<file path="src/rtl/fpu_uart_pkg.sv">
// Shared definitions for the FPU serial result path: transmit states and 8N1 framing constants.
package fpu_uart_pkg;

  typedef enum logic [2:0] {
    ST_IDLE,
    ST_START,
    ST_DATA,
    ST_STOP,
    ST_DONE
  } tx_state_e;

  localparam int   UART_DATA_BITS       = 8;
  localparam int   UART_STOP_BITS       = 1;
  localparam logic UART_IDLE_LEVEL      = 1'b1;
  localparam int   DEFAULT_CLKS_PER_BIT = 348;

endpackage

</file>
<file path="src/rtl/fpu_result_uart_tx.sv">
// UART 8N1 transmitter that sends one DATA_W-bit FPU result as DATA_W/8 back-to-back byte frames.
module fpu_result_uart_tx
  import fpu_uart_pkg::*;
#(
  parameter int DATA_W    = 16,
  parameter bit MSB_FIRST = 1'b1,
  parameter int CPB_W     = 16
) (
  input  logic              clk,
  input  logic              rst_l,
  input  logic [CPB_W-1:0]  CLKS_PER_BIT,
  input  logic [DATA_W-1:0] i_result,
  input  logic              i_valid,
  output logic              o_ready,
  output logic              o_Tx_Serial,
  output logic              o_Tx_Active,
  output logic              o_Tx_Done
);

  localparam int NBYTES = DATA_W / 8;
  localparam int BI_W   = (NBYTES > 1) ? $clog2(NBYTES) : 1;

  tx_state_e         state, state_n;
  logic [CPB_W-1:0]  cnt, cnt_n;
  logic [CPB_W-1:0]  cpb, cpb_n;
  logic [2:0]        bit_idx, bit_idx_n;
  logic [BI_W-1:0]   byte_idx, byte_idx_n;
  logic [DATA_W-1:0] word, word_n;
  logic              serial_n, active_n, done_n, ready_n;
  logic              bit_end;

  // Picks bit b of the byte that goes out in slot bi, honouring the byte order.
  function automatic logic tx_bit(input logic [DATA_W-1:0] w, input logic [BI_W-1:0] bi,
                                  input logic [2:0] b);
    int                sh;
    logic [DATA_W-1:0] t;
    sh = MSB_FIRST ? (NBYTES - 1 - int'(bi)) * 8 : int'(bi) * 8;
    t  = w >> (sh + int'(b));
    return t[0];
  endfunction

  function automatic logic [CPB_W-1:0] sanitize_cpb(input logic [CPB_W-1:0] v);
    return (v == '0) ? CPB_W'(1) : v;
  endfunction

  assign bit_end = (cnt == cpb - CPB_W'(1));

  always_comb begin
    state_n    = state;
    cnt_n      = cnt;
    cpb_n      = cpb;
    bit_idx_n  = bit_idx;
    byte_idx_n = byte_idx;
    word_n     = word;
    case (state)
      ST_IDLE: begin
        if (i_valid && o_ready) begin
          word_n     = i_result;
          cpb_n      = sanitize_cpb(CLKS_PER_BIT);
          cnt_n      = '0;
          bit_idx_n  = '0;
          byte_idx_n = '0;
          state_n    = ST_START;
        end
      end
      ST_START: begin
        if (bit_end) begin
          cnt_n     = '0;
          bit_idx_n = '0;
          state_n   = ST_DATA;
        end else begin
          cnt_n = cnt + CPB_W'(1);
        end
      end
      ST_DATA: begin
        if (bit_end) begin
          cnt_n = '0;
          if (bit_idx == 3'(UART_DATA_BITS - 1)) state_n = ST_STOP;
          else bit_idx_n = bit_idx + 3'd1;
        end else begin
          cnt_n = cnt + CPB_W'(1);
        end
      end
      ST_STOP: begin
        // Next start bit follows the stop bit with no gap.
        if (bit_end) begin
          cnt_n = '0;
          if (byte_idx == BI_W'(NBYTES - 1)) begin
            state_n = ST_DONE;
          end else begin
            byte_idx_n = byte_idx + BI_W'(1);
            state_n    = ST_START;
          end
        end else begin
          cnt_n = cnt + CPB_W'(1);
        end
      end
      ST_DONE: state_n = ST_IDLE;
      default: state_n = ST_IDLE;
    endcase

    // Outputs are decoded from the next state so every port comes straight from a flop.
    serial_n = UART_IDLE_LEVEL;
    case (state_n)
      ST_START: serial_n = ~UART_IDLE_LEVEL;
      ST_DATA:  serial_n = tx_bit(word_n, byte_idx_n, bit_idx_n);
      default:  serial_n = UART_IDLE_LEVEL;
    endcase
    active_n = (state_n == ST_START) || (state_n == ST_DATA) || (state_n == ST_STOP);
    done_n   = (state_n == ST_DONE);
    ready_n  = (state_n == ST_IDLE);
  end

  always_ff @(posedge clk) begin
    if (!rst_l) begin
      state       <= ST_IDLE;
      cnt         <= '0;
      cpb         <= CPB_W'(1);
      bit_idx     <= '0;
      byte_idx    <= '0;
      o_Tx_Serial <= UART_IDLE_LEVEL;
      o_Tx_Active <= 1'b0;
      o_Tx_Done   <= 1'b0;
      o_ready     <= 1'b1;
    end else begin
      state       <= state_n;
      cnt         <= cnt_n;
      cpb         <= cpb_n;
      bit_idx     <= bit_idx_n;
      byte_idx    <= byte_idx_n;
      o_Tx_Serial <= serial_n;
      o_Tx_Active <= active_n;
      o_Tx_Done   <= done_n;
      o_ready     <= ready_n;
    end
  end

  always_ff @(posedge clk) begin
    word <= word_n;
  end

endmodule

</file>
<file path="config.mk">
export PLATFORM = sky130hd
export DESIGN_NAME = fpu_result_uart_tx
export DESIGN_NICKNAME = d
export VERILOG_FILES = /design/src/rtl/fpu_uart_pkg.sv /design/src/rtl/fpu_result_uart_tx.sv
export SDC_FILE = /design/constraint.sdc
export NUM_CORES = 1
export LEC_CHECK = 0
export ABC_CLOCK_PERIOD_IN_PS = 5500
export CORE_MARGIN = 2
export CORE_UTILIZATION = 56
export DETAILED_ROUTE_END_ITERATION = 12
export PLACE_DENSITY = 0.8
export SLEW_MARGIN = 20
export SYNTH_ARGS = -nofsm -noshare
export SYNTH_HDL_FRONTEND = slang
export SYNTH_SLANG_ARGS = --single-unit
export TNS_END_PERCENT = 5
</file>
<file path="constraint.sdc">
create_clock -name clk -period 5.5 [get_ports clk]
set_clock_uncertainty 0.15 [all_clocks]
set_input_delay 1.375 -clock clk [delete_from_list [all_inputs] [get_ports clk]]
set_output_delay 1.375 -clock clk [all_outputs]
set_load 0.005 [all_outputs]
</file>
After elaboration in Yosys (flattened, before gate mapping)
Index checks and enable logic that the tools add are counted.
{"block": "totals", "register_bits": 59, "in_bits": 35, "output_inout_bits": 4, "wordCells": 60}
{"block": "op_classes", "add_sub_neg": 6, "n_eq_ne": 10, "shift": 1, "muxes": 23, "n_reduce_logical": 10}
{"cell": "16-bit 2-to-1 mux", "count": 5}
{"cell": "16-bit one-hot mux with 2 select lines", "count": 1}
{"cell": "16-bit by 32-bit >> shifter with 1-bit output", "count": 1}
{"cell": "3-bit 2-to-1 mux", "count": 10}
{"cell": "16-bit by 1-bit adder with 16-bit output, second input constant", "count": 1}
{"cell": "16-bit == test", "count": 1}
{"cell": "16-bit logical NOT", "count": 1}
{"cell": "16-bit by 1-bit subtractor with 16-bit output, second input constant", "count": 1}
{"cell": "3-bit by 2-bit == test with 1-bit output, second input constant", "count": 4}
{"cell": "3-bit one-hot mux with 4 select lines", "count": 1}
{"cell": "3-bit one-hot mux with 3 select lines", "count": 1}
{"cell": "5-bit by 4-bit adder with 6-bit output", "count": 1}
{"cell": "3-bit by 1-bit == test with 1-bit output, second input constant", "count": 2}
{"cell": "3-bit == test, second input constant", "count": 2}
{"cell": "3-bit logical NOT", "count": 2}
{"cell": "1-bit one-hot mux with 2 select lines", "count": 2}
{"cell": "2-bit AND reduction", "count": 2}
{"cell": "3-bit by 1-bit adder with 3-bit output, second input constant", "count": 1}
{"cell": "1-bit 2-to-1 mux", "count": 3}
{"cell": "3-bit OR reduction", "count": 1}
{"cell": "1-bit logical OR", "count": 2}
{"cell": "2-bit inequality test, second input constant", "count": 1}
{"cell": "2-bit nonzero test", "count": 1}
{"cell": "1-bit by 1-bit subtractor with 2-bit output, first input constant", "count": 1}
{"cell": "2 further kinds", "count": 2}

Depth between registers and ports, before layout
{"block": "logic_depth", "ltp_word": 8, "ltp_mapped": 15, "ltp_nobuf": 14}

Least setup slack after synthesis
Ideal clock, no wire load.
{"block": "synth_path", "kind": "register -> register", "from": "register cpb[4]", "to": "register o_Tx_Serial", "setup_ns": 0.073, "arrival_ns": 3.628, "required_time_ns": 5.277, "setup_slack_ns": 1.649, "path_stages_with_launch": 16, "n_path_buf": 3, "synth_period_minus_slack_ns": 3.851, "cell_sequence": "dfxtp_1 -> buf_6 -> or4_1 -> buf_2 -> o21ai_2 -> a21oi_1 -> or4_4 -> nor3_2 -> nand4_2 -> or3b_1 -> and3_1 -> buf_6 -> mux2i_1 -> a32o_1 -> a221o_1 -> o211ai_2"}
{"block": "synth_via", "elab_chain_cells": 8, "word_cells_on_any_way": 17, "cone_classes": "add/sub: 3; eq/ne: 3; shift: 1; mux: 10"}
{"item": "from (decl)", "line": "fpu_result_uart_tx.sv:25", "rtl": "logic [CPB_W-1:0] cpb, cpb_n;"}
{"item": "from (signal assigned)", "line": "fpu_result_uart_tx.sv:128", "rtl": "cpb <= cpb_n;"}
{"item": "16-bit by 1-bit subtractor with 16-bit output *", "line": "fpu_result_uart_tx.sv:46", "rtl": "assign bit_end = (cnt == cpb - CPB_W'(1));"}
{"item": "16-bit == test *", "line": "fpu_result_uart_tx.sv:46"}
{"item": "1-bit 2-to-1 mux", "line": "fpu_result_uart_tx.sv:86", "rtl": "if (bit_end) begin"}
{"item": "1-bit one-hot mux with 2 select lines", "line": "fpu_result_uart_tx.sv:55", "rtl": "case (state)"}
{"item": "1-bit by 1-bit subtractor with 2-bit output", "line": "fpu_result_uart_tx.sv:37", "rtl": "sh = MSB_FIRST ? (NBYTES - 1 - int'(bi)) * 8 : int'(bi) * 8;"}
{"item": "5-bit by 4-bit adder with 6-bit output", "line": "fpu_result_uart_tx.sv:38", "rtl": "t = w >> (sh + int'(b));"}
{"item": "16-bit by 32-bit >> shifter with 1-bit output", "line": "fpu_result_uart_tx.sv:38"}
{"item": "1-bit one-hot mux with 2 select lines *", "line": "fpu_result_uart_tx.sv:104", "rtl": "case (state_n)"}
{"item": "to (signal assigned)", "line": "fpu_result_uart_tx.sv:131", "rtl": "o_Tx_Serial <= serial_n;"}
{"item": "to (decl)", "line": "fpu_result_uart_tx.sv:15", "rtl": "output logic o_Tx_Serial,"}
Mark *: on every way between the ends. The rest lies on a longest branch, timed or not.
A chain may end at the register's enable or synchronous reset.

Final worst setup path
{"block": "layout_path", "from": "input port i_valid", "to": "register o_Tx_Serial"}
{"block": "layout_via", "elab_chain_cells": 7, "word_cells_on_any_way": 15, "cone_classes": "add/sub: 2; eq/ne: 2; shift: 1; mux: 9; reduce/logical: 1"}
{"item": "from (decl)", "line": "fpu_result_uart_tx.sv:13", "rtl": "input logic i_valid,"}
{"item": "1-bit logical AND *", "line": "fpu_result_uart_tx.sv:57", "rtl": "if (i_valid && o_ready) begin"}
{"item": "1-bit 2-to-1 mux", "line": "fpu_result_uart_tx.sv:57"}
{"item": "1-bit one-hot mux with 2 select lines", "line": "fpu_result_uart_tx.sv:55"}
{"item": "1-bit by 1-bit subtractor with 2-bit output", "line": "fpu_result_uart_tx.sv:37"}
{"item": "5-bit by 4-bit adder with 6-bit output", "line": "fpu_result_uart_tx.sv:38"}
{"item": "16-bit by 32-bit >> shifter with 1-bit output", "line": "fpu_result_uart_tx.sv:38"}
{"item": "1-bit one-hot mux with 2 select lines *", "line": "fpu_result_uart_tx.sv:104"}
Marked as above.

==> run metrics <==
Clk pwr share=between 20% and 30%; Clock Latency Late Sink=~0.34 ns; post-synthesis simple-gate area fraction=30.42%; Placer Congestion=0.9160; CTS tree=done; Pwr Total=around 1400 uW; Worst Path Arrival=about 4.3 ns; CTS Hold Bufs=0; fin crit share=roughly 77%; Post-CTS Setup Inserts=0; Vias=about 2800; port buffer count=38; Core Area=about 0.0055 sq mm; CP Max Fanout=7; CTS Buffer Depth=2; DRT Wirelength=about 7100 um; RSZ-0062 raised after global routing=no; Syn Inst Count=slightly below 400; Initial Util=between 50% and 60%; Clk pin slew, worst setup/hold paths=0.07 ns; # resized after CTS=0; Netlist cell types=~60; Critical Path RT=between 5 and 6 ns; nets=roughly 460; all-layer global routing usage=between 20% and 30%; Fmax=between 200 and 250 MHz; PD cells=roughly 370 mW/mm^2; # placed instances=between 400 and 500; share of post-route cells with drive strength above 1=between 7 and 8%; remaining antenna violation count=0; Sw Pwr=472.4 uW; Synth Area in Adders=~1.2%; CP Capture Type=flip-flop; Avg Cell Area, Syn=around 8.1 sq um; post-synthesis mux area share=between 3 and 4%; Seq/Total Area, Yosys=between 30 and 40%; Final setup viols=0; Worst slew margin=between 40% and 50%; crit path launch type=input pin; Post-synth EDFFs=0; Hold Slack=0.3032 ns; clock sinks=59; switching part of the total=33.71%; first-pass GRT wire length=about 12000 um; area grow syn2layout=19.08%; Final Slew Violations=0; most area-consuming cells after synthesis=dfxtp_1, nand2_1, xnor2_1; number of synthesized register bits=a little under 60; Post-synth top flop=dfxtp_1; Slew @ Worst Pin=0.8161 ns; # diodes=0; Reg2Reg Setup Slack=between 1 and 1.5 ns; pin count of the biggest net entering global routing=34; Post-Syn Area=0.003167 sq mm; routed vias/inst=around 5.7; row count=27; Top Ports=39; Die Ht=~80 um; final hold vios=0; HPWL after detailed placement=just over 5000 um; die width=79.20 um; TritonRoute pass-1 iters=5; initial antenna violation count=0; YS warnings=0; Pint=roughly 930 uW; area of the die=between 0.006 and 0.007 sq mm; fill count=about 470; Leakage=between 0.0015 and 0.002 uW; Post-Synth XOR/XNOR Area=9.127%; largest family of logic cells by synthesized area=simple AND/OR/NAND/NOR gates; DRT iter0 DRCs=110; DRC violations left=0; CTS H-tree depth=3; total negative slack=0 ns; wire per inst=roughly 14 um; Compound-Gate Fraction of Synth Area=14.54%; syn_nets=about 430; max-cap check violation count=0; non-filler cells in the finished layout=498; asr flop ratio synth=0%; Flop pwr share=40.7%; Synth top area share=37.30%; Hold Crit Class=flip-flop to flip-flop; post-route minimum period=between 4 and 5 ns; final instance area=approximately 0.0038 sq mm; status=completed; Clock Tree Root=clkbuf_8; total grt overflow=0; vias in the first global route=~2700; cell taking the most area after synthesis=dfxtp_1; Combinational Power Share=roughly 31%; DP Area=0.003565 sq mm; VDD IR max=roughly 0.24 mV; Num CTS Buffers=9; WS Path Type=input pin to flip-flop
## Yosys cell counts (all sizes together) (4+ instances only)
cell,n
nor2,34
xor2,16
nand3,9
mux2i,10
o21ai,8
or4,6
o211ai,4
nand2,92
dfxtp,59
xnor2,17
clkbuf,15
nand4,8
a21oi,5
nor2b,10
and3,6
a21boi,16
buf,5
inv,5
nor4,7
or3,5
nor3,7
## final cells by class
type | instances | area, sq um | area share, %
clock buffer | 11 | 141.4 | 3.749
clock inverter | 5 | 52.55 | 1.393
inverter | 5 | 18.77 | 0.4977
multi-input combinational | 306 | 1892 | 50.17
sequential | 59 | 1181 | 31.32
tap | 72 | 90.09 | 2.389
timing repair buffer | 40 | 395.4 | 10.48
## power by group through the flow
stage | clock network [uW] | registers [uW] | logic (uW)
detailed placement | 0 | 578 | 429
floorplan | 0 | 557 | 331
finish | 394 | 570 | 437
CTS | 399 | 569 | 434
global route | 413 | 581 | 487
global placement | 0 | 574 | 418
## routing by layer
metal | routed length (um) | up-vias | track usage, %
met1 | 3166 | 1319 | 31.69
li1 | - | 1420 | -
met4 | 127 | 0 | 11.38
met3 | 451 | 12 | 5.000
met2 | 3321 | 86 | 38.98
met5 | 0 | - | 0
## worst max-delay path, cell delays in order
cell and delay, ns:
clkdlybuf4s50_1 0.46, nand2_1 0.13, a21oi_1 0.43, nand3_1 0.13, nor2_1 0.11, o2111a_1 0.19
a31oi_1 0.12, and2_1 0.22, nor2_1 0.39, mux2_2 0.40, o2bb2ai_1 0.15, a221o_1 0.15
o211ai_2 0.07
## state kept, by name (all words and copies together) (netlist names)
signal,flops
cnt,16
cpb,16
o_Tx_Serial,1
byte_idx,1
o_Tx_Done,1
word,16
bit_idx,3
o_ready,1
state,3
o_Tx_Active,1
## final timing paths
kind / start / to / cells after the start
min: word[2] / word[2] / 2
max reg2reg: cpb[0] / o_Tx_Serial / 12
min reg2reg: word[2] / word[2] / 2
max: i_valid / o_Tx_Serial / 13
## cell families (layout without fill, tap and decap cells)
kind of cell	after synthesis	count (layout)
and+or+nand+nor	197	197
AOI/OAI and AO/OA	61	61
DFF	59	59
xor gates and xnor gates	33	33
buffers and inverters	25	61
muxes	12	12
adders and majority gates	3	3
## layout by cell type, fill, tap and decap left out, types with 2 or more instances in the layout
| master | synthesis | layout |
|---|---|---|
| a211o_1 | 2 | 2 |
| a211oi_1 | 3 | 3 |
| a21boi_0 | 16 | 16 |
| a21oi_1 | 5 | 5 |
| a221oi_1 | 2 | 2 |
| a31oi_1 | 2 | 2 |
| and2_1 | 3 | 3 |
| and3_1 | 6 | 6 |
| buf_4 | 0 | 2 |
| clkbuf_8 | 0 | 10 |
| clkdlybuf4s50_1 | 0 | 38 |
| clkinv_2 | 0 | 3 |
| dfxtp_1 | 59 | 59 |
| ha_1 | 3 | 3 |
| inv_1 | 5 | 5 |
| mux2i_1 | 10 | 10 |
| nand2_1 | 92 | 92 |
| nand3_1 | 9 | 9 |
| nand3b_1 | 2 | 2 |
| nand4_1 | 7 | 7 |
| nor2_1 | 34 | 34 |
| nor2b_1 | 9 | 9 |
| nor3_1 | 6 | 6 |
| nor3b_1 | 2 | 2 |
| nor4_1 | 6 | 5 |
| o211a_1 | 2 | 2 |
| o211ai_1 | 3 | 3 |
| o21a_1 | 3 | 3 |
| o21ai_0 | 6 | 6 |
| o21ai_2 | 1 | 2 |
| o2bb2ai_1 | 2 | 2 |
| o31ai_1 | 2 | 2 |
| or3_1 | 5 | 5 |
| or3b_1 | 2 | 2 |
| or4_1 | 5 | 5 |
| xnor2_1 | 17 | 17 |
| xor2_1 | 16 | 16 |
## per-stage QoR
stage	worst slack, ns	util [%]
detailed placement	0.9666	65.13
finish	1.238	68.91
CTS	1.280	68.68
floorplan	1.649	-
global placement	1.043	65.13
global route	0.9632	68.91
(Power assumes the default switching activity.)
